## config.mk

```make
export PLATFORM = sky130hd
export DESIGN_NAME = apb_seq_ctrl
export DESIGN_NICKNAME = d
export VERILOG_FILES = /design/src/rtl/apb_seq_ctrl.sv
export SDC_FILE = /design/constraint.sdc
export NUM_CORES = 1
export LEC_CHECK = 0
export ABC_AREA = 0
export CAP_MARGIN = 25
export CELL_PAD_IN_SITES_DETAIL_PLACEMENT = 1
export CELL_PAD_IN_SITES_GLOBAL_PLACEMENT = 1
export CORE_ASPECT_RATIO = 1.2
export CORE_MARGIN = 8
export CORE_UTILIZATION = 36
export CTS_CLUSTER_DIAMETER = 30
export DETAILED_ROUTE_END_ITERATION = 8
export GPL_ROUTABILITY_DRIVEN = 0
export PLACE_DENSITY_LB_ADDON = 0.25
export SLEW_MARGIN = 30
export SYNTH_ARGS = -nofsm -noshare
export SYNTH_HDL_FRONTEND = slang
export SYNTH_SLANG_ARGS = --single-unit
```

## constraint.sdc

```tcl
create_clock -name i_PCLK -period 3.9 [get_ports i_PCLK]
set_input_delay 0.78 -clock i_PCLK [delete_from_list [all_inputs] [get_ports i_PCLK]]
set_output_delay 0.78 -clock i_PCLK [all_outputs]
set_load 0.005 [all_outputs]
```

## src/rtl/apb_seq_ctrl.sv

```systemverilog
// Command-memory driven APB master: fetches 3-word commands (CTL, ADR, DAT),
// runs them on an APB bus of NUM_SLAVES slaves, and writes read data back to memory.
module apb_seq_ctrl #(
  parameter int unsigned NUM_SLAVES     = 4,
  parameter int unsigned ADDR_WIDTH     = 16,
  parameter int unsigned DATA_WIDTH     = 16,
  parameter int unsigned MEM_ADDR_WIDTH = 8,
  parameter int unsigned TIMEOUT_CYCLES = 16
) (
  input  logic                             i_PCLK,
  input  logic                             i_PRESET,
  input  logic                             i_start,
  output logic                             o_busy,
  output logic                             o_halt,
  output logic                             o_err,
  output logic [1:0]                       o_err_code,
  output logic [MEM_ADDR_WIDTH-1:0]        o_cmd_count,
  output logic                             o_mem_en,
  output logic                             o_mem_wr,
  output logic [MEM_ADDR_WIDTH-1:0]        o_mem_addr,
  output logic [DATA_WIDTH-1:0]            o_mem_data_w,
  input  logic [DATA_WIDTH-1:0]            i_mem_data_r,
  output logic [ADDR_WIDTH-1:0]            o_PADDR,
  output logic [NUM_SLAVES-1:0]            o_PSEL,
  output logic                             o_PENABLE,
  output logic                             o_PWRITE,
  output logic [DATA_WIDTH-1:0]            o_PWDATA,
  input  logic [NUM_SLAVES-1:0]            i_PREADY,
  input  logic [NUM_SLAVES*DATA_WIDTH-1:0] i_PRDATA,
  input  logic [NUM_SLAVES-1:0]            i_PSLVERR
);

  localparam int unsigned WAIT_W = (TIMEOUT_CYCLES > 2) ? $clog2(TIMEOUT_CYCLES) : 1;

  typedef enum logic [3:0] {
    S_IDLE, S_F_CTL, S_F_ADR, S_F_DAT, S_DECODE,
    S_SETUP, S_ACCESS, S_WRBACK, S_HALT, S_ERR
  } state_t;

  state_t                    state_q, state_d;
  logic [MEM_ADDR_WIDTH-1:0] pc_q, pc_d, cnt_q, cnt_d;
  logic                      wr_q, wr_d, hlt_q, hlt_d;
  logic [7:0]                slv_q, slv_d;
  logic [ADDR_WIDTH-1:0]     adr_q, adr_d;
  logic [DATA_WIDTH-1:0]     dat_q, dat_d, rdata_q, rdata_d;
  logic [WAIT_W-1:0]         wait_q, wait_d;
  logic [1:0]                err_code_q, err_code_d;

  logic                      busy_q, busy_d, halt_q, halt_d, err_q, err_d;
  logic                      mem_en_q, mem_en_d, mem_wr_q, mem_wr_d;
  logic [MEM_ADDR_WIDTH-1:0] mem_addr_q, mem_addr_d;
  logic [DATA_WIDTH-1:0]     mem_wdata_q, mem_wdata_d;
  logic [ADDR_WIDTH-1:0]     paddr_q, paddr_d;
  logic [NUM_SLAVES-1:0]     psel_q, psel_d;
  logic                      penable_q, penable_d, pwrite_q, pwrite_d;
  logic [DATA_WIDTH-1:0]     pwdata_q, pwdata_d;

  logic                      sel_ready, sel_err, bus_on;
  logic [DATA_WIDTH-1:0]     sel_rdata;

  always_comb begin
    sel_ready = 1'b0;
    sel_err   = 1'b0;
    sel_rdata = '0;
    for (int unsigned k = 0; k < NUM_SLAVES; k++) begin
      if (32'(slv_q) == k) begin
        sel_ready = i_PREADY[k];
        sel_err   = i_PSLVERR[k];
        sel_rdata = i_PRDATA[k*DATA_WIDTH +: DATA_WIDTH];
      end
    end
  end

  always_comb begin
    state_d    = state_q;
    pc_d       = pc_q;
    cnt_d      = cnt_q;
    wr_d       = wr_q;
    hlt_d      = hlt_q;
    slv_d      = slv_q;
    adr_d      = adr_q;
    dat_d      = dat_q;
    rdata_d    = rdata_q;
    wait_d     = wait_q;
    err_code_d = err_code_q;

    case (state_q)
      S_IDLE, S_HALT, S_ERR: begin
        if (i_start) begin
          pc_d       = '0;
          cnt_d      = '0;
          err_code_d = '0;
          state_d    = S_F_CTL;
        end
      end
      S_F_CTL: state_d = S_F_ADR;
      S_F_ADR: begin
        wr_d    = i_mem_data_r[0];
        hlt_d   = i_mem_data_r[1];
        slv_d   = i_mem_data_r[15:8];
        state_d = S_F_DAT;
      end
      S_F_DAT: begin
        adr_d   = ADDR_WIDTH'(i_mem_data_r);
        state_d = S_DECODE;
      end
      S_DECODE: begin
        dat_d = i_mem_data_r;
        if (hlt_q) begin
          state_d = S_HALT;
        end else if (32'(slv_q) >= NUM_SLAVES) begin
          state_d    = S_ERR;
          err_code_d = 2'd1;
        end else begin
          state_d = S_SETUP;
        end
      end
      S_SETUP: begin
        wait_d  = '0;
        state_d = S_ACCESS;
      end
      S_ACCESS: begin
        if (sel_ready) begin
          if (sel_err) begin
            state_d    = S_ERR;
            err_code_d = 2'd2;
          end else if (!wr_q) begin
            rdata_d = sel_rdata;
            state_d = S_WRBACK;
          end else begin
            pc_d    = pc_q + MEM_ADDR_WIDTH'(3);
            cnt_d   = cnt_q + MEM_ADDR_WIDTH'(1);
            state_d = S_F_CTL;
          end
        end else if (32'(wait_q) == TIMEOUT_CYCLES - 1) begin
          state_d    = S_ERR;
          err_code_d = 2'd3;
        end else begin
          wait_d = wait_q + WAIT_W'(1);
        end
      end
      S_WRBACK: begin
        pc_d    = pc_q + MEM_ADDR_WIDTH'(3);
        cnt_d   = cnt_q + MEM_ADDR_WIDTH'(1);
        state_d = S_F_CTL;
      end
      default: state_d = S_IDLE;
    endcase

    // Outputs are decoded from the next state so the registered copies line up with the state itself.
    busy_d      = !(state_d inside {S_IDLE, S_HALT, S_ERR});
    halt_d      = (state_d == S_HALT);
    err_d       = (state_d == S_ERR);
    mem_en_d    = (state_d inside {S_F_CTL, S_F_ADR, S_F_DAT, S_WRBACK});
    mem_wr_d    = (state_d == S_WRBACK);
    mem_wdata_d = (state_d == S_WRBACK) ? rdata_d : '0;
    case (state_d)
      S_F_CTL:  mem_addr_d = pc_d;
      S_F_ADR:  mem_addr_d = pc_d + MEM_ADDR_WIDTH'(1);
      S_F_DAT:  mem_addr_d = pc_d + MEM_ADDR_WIDTH'(2);
      S_WRBACK: mem_addr_d = MEM_ADDR_WIDTH'(dat_d);
      default:  mem_addr_d = '0;
    endcase

    bus_on    = (state_d inside {S_SETUP, S_ACCESS});
    penable_d = (state_d == S_ACCESS);
    paddr_d   = bus_on ? adr_d : '0;
    pwrite_d  = bus_on & wr_d;
    pwdata_d  = bus_on ? dat_d : '0;
    psel_d    = '0;
    for (int unsigned k = 0; k < NUM_SLAVES; k++) begin
      psel_d[k] = bus_on && (32'(slv_d) == k);
    end
  end

  always_ff @(posedge i_PCLK) begin
    if (i_PRESET) begin
      state_q     <= S_IDLE;
      pc_q        <= '0;
      cnt_q       <= '0;
      wr_q        <= 1'b0;
      hlt_q       <= 1'b0;
      slv_q       <= '0;
      adr_q       <= '0;
      dat_q       <= '0;
      rdata_q     <= '0;
      wait_q      <= '0;
      err_code_q  <= '0;
      busy_q      <= 1'b0;
      halt_q      <= 1'b0;
      err_q       <= 1'b0;
      mem_en_q    <= 1'b0;
      mem_wr_q    <= 1'b0;
      mem_addr_q  <= '0;
      mem_wdata_q <= '0;
      paddr_q     <= '0;
      psel_q      <= '0;
      penable_q   <= 1'b0;
      pwrite_q    <= 1'b0;
      pwdata_q    <= '0;
    end else begin
      state_q     <= state_d;
      pc_q        <= pc_d;
      cnt_q       <= cnt_d;
      wr_q        <= wr_d;
      hlt_q       <= hlt_d;
      slv_q       <= slv_d;
      adr_q       <= adr_d;
      dat_q       <= dat_d;
      rdata_q     <= rdata_d;
      wait_q      <= wait_d;
      err_code_q  <= err_code_d;
      busy_q      <= busy_d;
      halt_q      <= halt_d;
      err_q       <= err_d;
      mem_en_q    <= mem_en_d;
      mem_wr_q    <= mem_wr_d;
      mem_addr_q  <= mem_addr_d;
      mem_wdata_q <= mem_wdata_d;
      paddr_q     <= paddr_d;
      psel_q      <= psel_d;
      penable_q   <= penable_d;
      pwrite_q    <= pwrite_d;
      pwdata_q    <= pwdata_d;
    end
  end

  assign o_busy       = busy_q;
  assign o_halt       = halt_q;
  assign o_err        = err_q;
  assign o_err_code   = err_code_q;
  assign o_cmd_count  = cnt_q;
  assign o_mem_en     = mem_en_q;
  assign o_mem_wr     = mem_wr_q;
  assign o_mem_addr   = mem_addr_q;
  assign o_mem_data_w = mem_wdata_q;
  assign o_PADDR      = paddr_q;
  assign o_PSEL       = psel_q;
  assign o_PENABLE    = penable_q;
  assign o_PWRITE     = pwrite_q;
  assign o_PWDATA     = pwdata_q;

endmodule

```

==> metrics.txt <==
Avg Synthesized Cell Area=approximately 9 um2; Tcrit/Tclk final=0.896; wire per inst=between 15 and 20 um; Fillers=1965; routed via count=roughly 5700; cell area after synthesis=around 6300 um2; Reg-to-Reg Start=slv_q[0]; Max clock buf depth=2; vias in the first global route=6395; die area=between 20000 and 25000 um2; die height=~160 um; Iter 0 DRT Violations=~250; CTS tree=built; post-DP HPWL=roughly 16000 um; Clock Root Buffer=clkbuf_16; Finished Cell Area=slightly below 9000 um2; FF/Latch Area=approximately 3000 um2; share of layout cells above drive strength 1=0.0897; Post-Synthesis Net Count=about 790; r2r endpoint=o_mem_addr[6]; CP required=between 4 and 5 ns; H-tree lvl count=4; Total Wirelength=roughly 21000 um; first-pass GRT wire length=roughly 33000 um; Post-synth EDFFs=0; GRT overflow=0; capture point of the worst path=o_mem_addr[6]; Hold-fix buffers, CTS=0; highest-count cells in the layout ignoring fill and taps=clkdlybuf4s50_1, dfxtp_1, nand2_1; Crit. End Element=flop; worst min-delay path class=flop to flop; Clock Sinks=about 150; Syn Inst Count=a little under 700; critical path, cell by cell=clkdlybuf4s50_1 > mux4_1 > and3_1 > a31oi_2 > a22oi_1 > inv_1 > ha_1 > nand2_1 > nor4b_1 > o21ai_0 > a31oi_1; CP max stage cell=mux4_1; Clock Latency Late Sink=about 0.43 ns; n_diodes=0; Multi-input gate area=about 3100 um2; Site Rows=53; initial core utilization=0.363; Worst slew margin=0.382; first-pass detailed-route iteration total=4; reg2reg setup slack=roughly 0.67 ns; Yosys reg bits=roughly 150; Post-DP Area=about 8200 um2; initial antenna violation count=0; commonest non-fill, non-tap cell in the layout=clkdlybuf4s50_1; port bufs=167; Die Wd=about 140 um; Max Slew Vio Count=0; Post-DRT Antenna Nets=0; Primary FF master, synth=dfxtp_1; clock skew=about 0.0049 ns; total power=about 0.0037 W; CP max FO=11; IO Count=roughly 170; Area Growth Syn to Fin=39.4%; crit-path max cell delay=between 0.6 and 0.7 ns; Hold Vio Cnt, Final=0; fmax=about 0.29 GHz; Syn. warnings=0; Placement Setup Slack=0.0150 ns; status=finished clean; CTS clk-pin slew, worst paths=about 0.060 ns; Hold Crit Start=adr_q[8]; final setup violating endpoints=0; DR vias/cell=approximately 5.2; Peak VDD IR=between 200 and 300 uV; NumNets Final=954; max cap viols=0; core area=between 15000 and 20000 um2; Worst setup SP type=primary input; Final TNS setup=0 ns; drt drc=0; min Tclk post-route=approximately 3.5 ns; fin worst setup slack=between 0.4 and 0.5 ns; RSZ-0062 raised after global routing=no; cts bufs inserted=17; Worst Reg-to-Reg Cells=10; ys async rst share=0; Leakage=roughly 3.1 nW; Worst Max-Slew Pin Slew=~0.92 ns; PwrDens=between 400 and 500 nW/um2; sequential share of the synthesized area=0.481; pin count of the biggest net entering global routing=34; Post-CTS Setup Bufs=0; critical path arrival=just under 4 ns; CP Launch Point=i_PREADY[0]; Setup CP Type=primary input to flop; gr usage total=0.192; Cell variety after synth=between 60 and 70; CTS-repair resized insts=0
==> flip-flops by register name, summed over array words and instances (netlist names), 2 cells and up <==
register	cells
adr_q	16
dat_q	16
o_PADDR	16
o_PWDATA	16
o_mem_data_w	16
rdata_q	16
o_cmd_count	8
o_mem_addr	8
pc_q	8
slv_q	8
o_PSEL	4
state_q	4
wait_q	4
o_err_code	2
==> synthesized netlist by cell type (all sizes together) (2+ instances only) <==
library cell / instances / area (um2)
dfxtp: 151 / 3020
nand2: 113 / 424
a21oi: 73 / 365
nor2: 63 / 251
clkbuf: 30 / 113
nand3: 28 / 140
nor2b: 27 / 169
mux4: 18 / 435
nor3: 18 / 90.1
o21ai: 18 / 93.8
and2: 17 / 106
mux2i: 12 / 120
inv: 10 / 37.5
a31oi: 9 / 62.6
buf: 9 / 57.6
or3: 9 / 56.3
nand4: 8 / 50.1
xor2: 8 / 70.1
and3: 7 / 43.8
or2: 6 / 40.0
ha: 5 / 62.6
nand2b: 5 / 31.3
a22oi: 4 / 30.0
nor4: 4 / 31.3
o22ai: 4 / 25.0
a21o: 3 / 30.0
a31o: 3 / 26.3
a22o: 2 / 17.5
a2bb2oi: 2 / 17.5
a311oi: 2 / 17.5
clkinv: 2 / 8.75
nand3b: 2 / 15.0
nor4b: 2 / 17.5
o21a: 2 / 15.0
o31a: 2 / 17.5
==> where the power goes <==
part           total [W]  switching, W  internal (W)
Clock            0.00162      0.000645      0.000975
Sequential       0.00159     0.0000253       0.00157
Combinational   0.000450      0.000244      0.000206
Total            0.00366      0.000914       0.00275
==> cell type report <==
type / instances / share of cell area
Multi-Input combinational cell: 494 / 0.349
Sequential cell: 151 / 0.345
Timing Repair Buffer: 182 / 0.203
Clock buffer: 21 / 0.0525
Tap cell: 220 / 0.0314
Clock inverter: 10 / 0.0138
Inverter: 12 / 0.00528
==> stage by stage <==
stage | hold WS [ns] | utilization | std cells
3_5_place_dp | 0.449 | 0.473 | 1059
2_1_floorplan | 0.434 | - | 696
4_1_cts | 0.459 | 0.507 | 1090
3_3_place_gp | 0.441 | 0.473 | 1059
6_report | 0.458 | 0.507 | 1090
5_1_grt | 0.483 | 0.507 | 1090
==> worst min-delay path by stage <==
stage,end,slack (ns),depth (start not counted)
2_1_floorplan,rdata_q[0],0.43,2
3_3_place_gp,rdata_q[5],0.44,2
3_5_place_dp,rdata_q[2],0.45,2
4_1_cts,adr_q[8],0.46,2
5_1_grt,adr_q[14],0.48,2
6_report,adr_q[8],0.46,2
==> cell families (layout without fill, tap and decap cells) <==
| logic type | Yosys count | in the layout | share of synthesized area |
|---|---|---|---|
| compound gates | 135 | 135 | 0.132 |
| xor+xnor | 9 | 9 | 0.0125 |
| flops | 151 | 151 | 0.481 |
| fa+ha+maj | 5 | 5 | 0.00994 |
| mux | 31 | 31 | 0.0907 |
| buf+inv | 51 | 225 | 0.0344 |
| simple gates | 314 | 314 | 0.240 |
==> routing by layer <==
layer / share of wire / GRT usage
met5: 0 / 0
met4: 0.022 / 0.0730
met3: 0.053 / 0.0497
met2: 0.54 / 0.346
met1: 0.39 / 0.208
==> critical path: cells and delay by family <==
kind                       cells  cell delay, ns
adders and majority gates      1            0.19
muxes                          1            0.61
buffers and inverters          2            0.55
and+or+nand+nor                3            0.84
AOI/OAI and AO/OA              4            0.87
(Power assumes the default switching activity.)
